--- src/rtl/piso_reg_pkg.sv ---
// Shared helpers for the parallel-in serial-out shifter.
package piso_reg_pkg;

  // Bits needed to hold a count from 0 up to and including w.
  function automatic int unsigned cnt_width(int unsigned w);
    return $clog2(w + 1);
  endfunction

endpackage

--- src/rtl/piso_bit_counter.sv ---
// Remaining-bit down-counter for piso_reg, with busy/last decode.
module piso_bit_counter
  import piso_reg_pkg::*;
#(
  parameter int unsigned Width = 8,
  parameter int unsigned CntW  = cnt_width(Width)
) (
  input  logic clk,
  input  logic reset,
  input  logic load,
  output logic busy,
  output logic last
);

  logic [CntW-1:0] cnt_q, cnt_d;

  always_comb begin
    cnt_d = cnt_q;
    if (load) begin
      cnt_d = CntW'(Width);
    end else if (cnt_q != '0) begin
      cnt_d = cnt_q - CntW'(1);
    end
  end

  always_ff @(posedge clk) begin
    if (reset) begin
      cnt_q <= '0;
    end else begin
      cnt_q <= cnt_d;
    end
  end

  assign busy = (cnt_q != '0);
  assign last = (cnt_q == CntW'(1));

endmodule

--- src/rtl/piso_reg.sv ---
// Parallel-in serial-out shift register; dout is the registered head bit.
module piso_reg
  import piso_reg_pkg::*;
#(
  parameter int unsigned WIDTH     = 8,
  parameter bit          MSB_FIRST = 1'b1,
  parameter bit          FILL      = 1'b0
) (
  input  logic             clk,
  input  logic             reset,
  input  logic             load,
  input  logic [WIDTH-1:0] din,
  output logic             dout,
  output logic             busy,
  output logic             last
);

  logic [WIDTH-1:0] sr_q, sr_d;

  // Shift every non-load cycle; din is only looked at under load so X cannot leak in.
  always_comb begin
    sr_d = sr_q;
    if (load) begin
      sr_d = din;
    end else if (MSB_FIRST) begin
      sr_d = {sr_q[WIDTH-2:0], FILL};
    end else begin
      sr_d = {FILL, sr_q[WIDTH-1:1]};
    end
  end

  always_ff @(posedge clk) begin
    if (reset) begin
      sr_q <= '0;
    end else begin
      sr_q <= sr_d;
    end
  end

  assign dout = MSB_FIRST ? sr_q[WIDTH-1] : sr_q[0];

  piso_bit_counter #(
    .Width (WIDTH),
    .CntW  (cnt_width(WIDTH))
  ) u_bit_counter (
    .clk   (clk),
    .reset (reset),
    .load  (load),
    .busy  (busy),
    .last  (last)
  );

endmodule

--- config.mk ---
export PLATFORM = sky130hd
export DESIGN_NAME = piso_reg
export DESIGN_NICKNAME = d
export VERILOG_FILES = /design/src/rtl/piso_reg_pkg.sv /design/src/rtl/piso_bit_counter.sv /design/src/rtl/piso_reg.sv
export SDC_FILE = /design/constraint.sdc
export NUM_CORES = 1
export LEC_CHECK = 0
export CELL_PAD_IN_SITES_DETAIL_PLACEMENT = 2
export CELL_PAD_IN_SITES_GLOBAL_PLACEMENT = 2
export CORE_UTILIZATION = 24
export DETAILED_ROUTE_END_ITERATION = 6
export PLACE_DENSITY = 0.72
export SETUP_SLACK_MARGIN = 0.15
export SLEW_MARGIN = 0
export SYNTH_ARGS = -nofsm -noshare
export SYNTH_HDL_FRONTEND = slang
export SYNTH_SLANG_ARGS = --single-unit
--- constraint.sdc ---
create_clock -name clk -period 1.3 [get_ports clk]
set_input_delay 0.26 -clock clk [delete_from_list [all_inputs] [get_ports clk]]
set_output_delay 0.26 -clock clk [all_outputs]
set_load 0.02 [all_outputs]
==> summary.txt <==
Status
  – Status: finished with violations
  – Failing checks: negative setup slack

Logic synthesis
  – Syn_nets: 63
  – Avg Cell Area, Syn: a little over 10 sq um
  – Sequential area share after synthesis: 0.484
  – Synth Instances: ~50
  – Post-synthesis cell type count: 16
  – Ys Warns: 0
  – Synth Cell Area: slightly below 500 sq um
  – Post-synthesis register bit count: 12

Hold path
  – Hold_sp: sr_q[2]
  – Hold path depth: 2
  – Hold worst-path end: sr_q[3]
  – Hold Path Class: flip-flop to flip-flop

Cells and area
  – Area Growth Syn to Fin: 87.7%
  – ANT cells: 0
  – Final non-filler cell total: about 110
  – Final Net Count: 96
  – Most frequent cells in the layout: 14 x buf_4, 10 x clkdlybuf4s50_1, 10 x dfxtp_1
  – Commonest non-fill, non-tap cell in the layout: buf_4
  – Share of cells above drive strength 1: 0.481

STA
  – Min Tclk post-route: ~1600 ps
  – Clk_skew: 2.33 ps
  – Max Clock Freq: approximately 0.62 GHz
  – Fin Hold WS: approximately 480 ps
  – Hold violation count in the final report: 0
  – Setup TNS: -1120 ps
  – Slew headroom: 0.833
  – RSZ-0062 raised after global routing: true
  – Setup Viol. Count Final: 5
  – Tightest Pin Transition: about 250 ps
  – Final period utilization: 1.23
  – Final worst slack: -301 ps
  – Final Max Tran Viols: 0

Worst setup path
  – Worst Path Arrival: about 1300 ps
  – Worst Setup End Kind: primary output
  – Kind of critical path: flip-flop to primary output
  – CP Launch Type: flip-flop
  – CP Data Required Time: 1040 ps
  – Max Fanout on Critical Path: 2
  – Reg-to-reg slack, setup: -280 ps
  – Worst R2R Start: u_bit_counter.cnt_q[1]
  – R2R cell count: 6
  – R2r endpoint: u_bit_counter.cnt_q[1]

Clock network
  – CTS Buf Count: 3
  – H-tree Lvls: 1
  – Clock transition at the registers of the reported paths: roughly 80 ps
  – TritonCTS Sinks: 12
  – Hold-fix buffers at CTS: 0
  – CTS tree: yes
  – Worst skew pair latency: roughly 270 ps
  – Clock buffer depth: 2
  – Root buffer cell: clkbuf_4

Pwr
  – PwrDens: approximately 1200 mW/mm^2
  – Pleak: about 0.40 nW
  – Peak VDD IR: 0.679 mV
  – Overall power: around 0.0011 W

Drt
  – Initial DRC count: 0
  – DRT Pass-1 Iters: 1
  – WL per Instance: roughly 14 um
  – Routed vias: between 400 and 500
  – Vias/cell: 4.13
  – Drt drc: 0
  – Total wire length: roughly 1500 um
  – Antenna Violating Nets Remaining: 0

Global route
  – Total gr overflow: 0
  – First-pass GRT wire length: ~2100 um
  – Vias in the first global route: 495
  – All-Layer GR Usage: 0.145
  – Antenna violations before repair: 0
  – Largest net degree at the start of global routing: 12

Floorplanning
  – Die Y: 47.5 um
  – DIE AREA: roughly 0.0023 sq mm
  – Core Region: approximately 0.0020 sq mm
  – # rows: 16
  – Number of I/O pins: 14
  – Initial Util: 0.253
  – Die X: roughly 47 um

Place
  – Final GP Congestion: ~0.74
  – PortBufs: 13
  – HPWL Detailed: 954 um
  – Post-Place Setup Slack: -408 ps
  – Post-Place Cells: 97

Flow run
  – Max-cap violation count: 0
-- registers in the layout, indices dropped and copies added (netlist names) --
register             cells
u_bit_counter.cnt_q      4
sr_q                     8
-- stage by stage --
stage / utilization / instance area, sq um
floorplan: - / 531
global placement: 0.392 / 769
detailed placement: 0.392 / 769
CTS: 0.434 / 852
global route: 0.475 / 932
finish: 0.475 / 932
-- worst max-delay path: stages (launching register included) --
cell and delay (ps):
dfxtp_2 340, inv_4 70, ha_4 130, or3b_4 390, buf_6 140
-- per-layer routing --
| metal | GRT usage | share of wire | up-vias |
|---|---|---|---|
| met4 | 0.0857 | 0.014 | 0 |
| li1 | - | - | 226 |
| met5 | 0 | 0 | - |
| met3 | 0.0226 | 0.026 | 4 |
| met1 | 0.145 | 0.36 | 206 |
| met2 | 0.279 | 0.60 | 10 |
-- report_power, final --
group / internal, W / switching [W] / total [W]
registers: 0.000398 / 0.0000226 / 0.000420
clock network: 0.000170 / 0.000125 / 0.000295
logic: 0.000245 / 0.000173 / 0.000417
total: 0.000812 / 0.000320 / 0.00113
-- cell usage after synthesis (all sizes together) --
library cell  number  share of area
dfxtp             12           0.48
nor2               9          0.068
mux2i              8           0.16
buf                3          0.028
ha                 3          0.076
inv                3          0.023
nor3               3          0.030
nor3b              2          0.030
a2111oi            1          0.030
a21oi              1          0.010
nand2              1         0.0075
or3b               1          0.018
xnor2              1          0.018
xor2               1          0.018
-- repair_timing --
action / 4_1_cts / 5_1_grt
endpoints found under the setup margin: 6 / 6
resized for setup: 17 / 13
endpoints found under the hold margin: 0 / 0
pin swaps: 1 / 7
buffers inserted: 5 / 2
-- layout make-up --
type	instances	area (sq um)
clock buffers	4	36.3
multi-input cells	31	313
repair buffers	31	293
well taps	27	33.8
flip-flops and latches	12	243
inverters	3	13.8
fillers	224	1030
-- cells by family after synthesis --
logic type | Yosys count | synth area share
and+or+nand+nor | 16 | 0.154
DFF | 12 | 0.484
muxes | 8 | 0.161
buffers and inverters | 6 | 0.0504
adders and majority gates | 3 | 0.0756
AOI/OAI and AO/OA | 2 | 0.0403
xor gates and xnor gates | 2 | 0.0353
-- how the worst max path moves through the flow --
stage | start | endpoint | slack (ps) | cells after the start
after floorplan | u_bit_counter.cnt_q[1] | u_bit_counter.cnt_q[1] | -70 | 5
after global placement | u_bit_counter.cnt_q[1] | busy | -350 | 4
after CTS | u_bit_counter.cnt_q[0] | busy | -290 | 4
after global routing | u_bit_counter.cnt_q[0] | busy | -360 | 4
final | u_bit_counter.cnt_q[1] | busy | -300 | 4
after detailed placement | u_bit_counter.cnt_q[1] | busy | -410 | 4
Power figures use the tool's default switching activity.
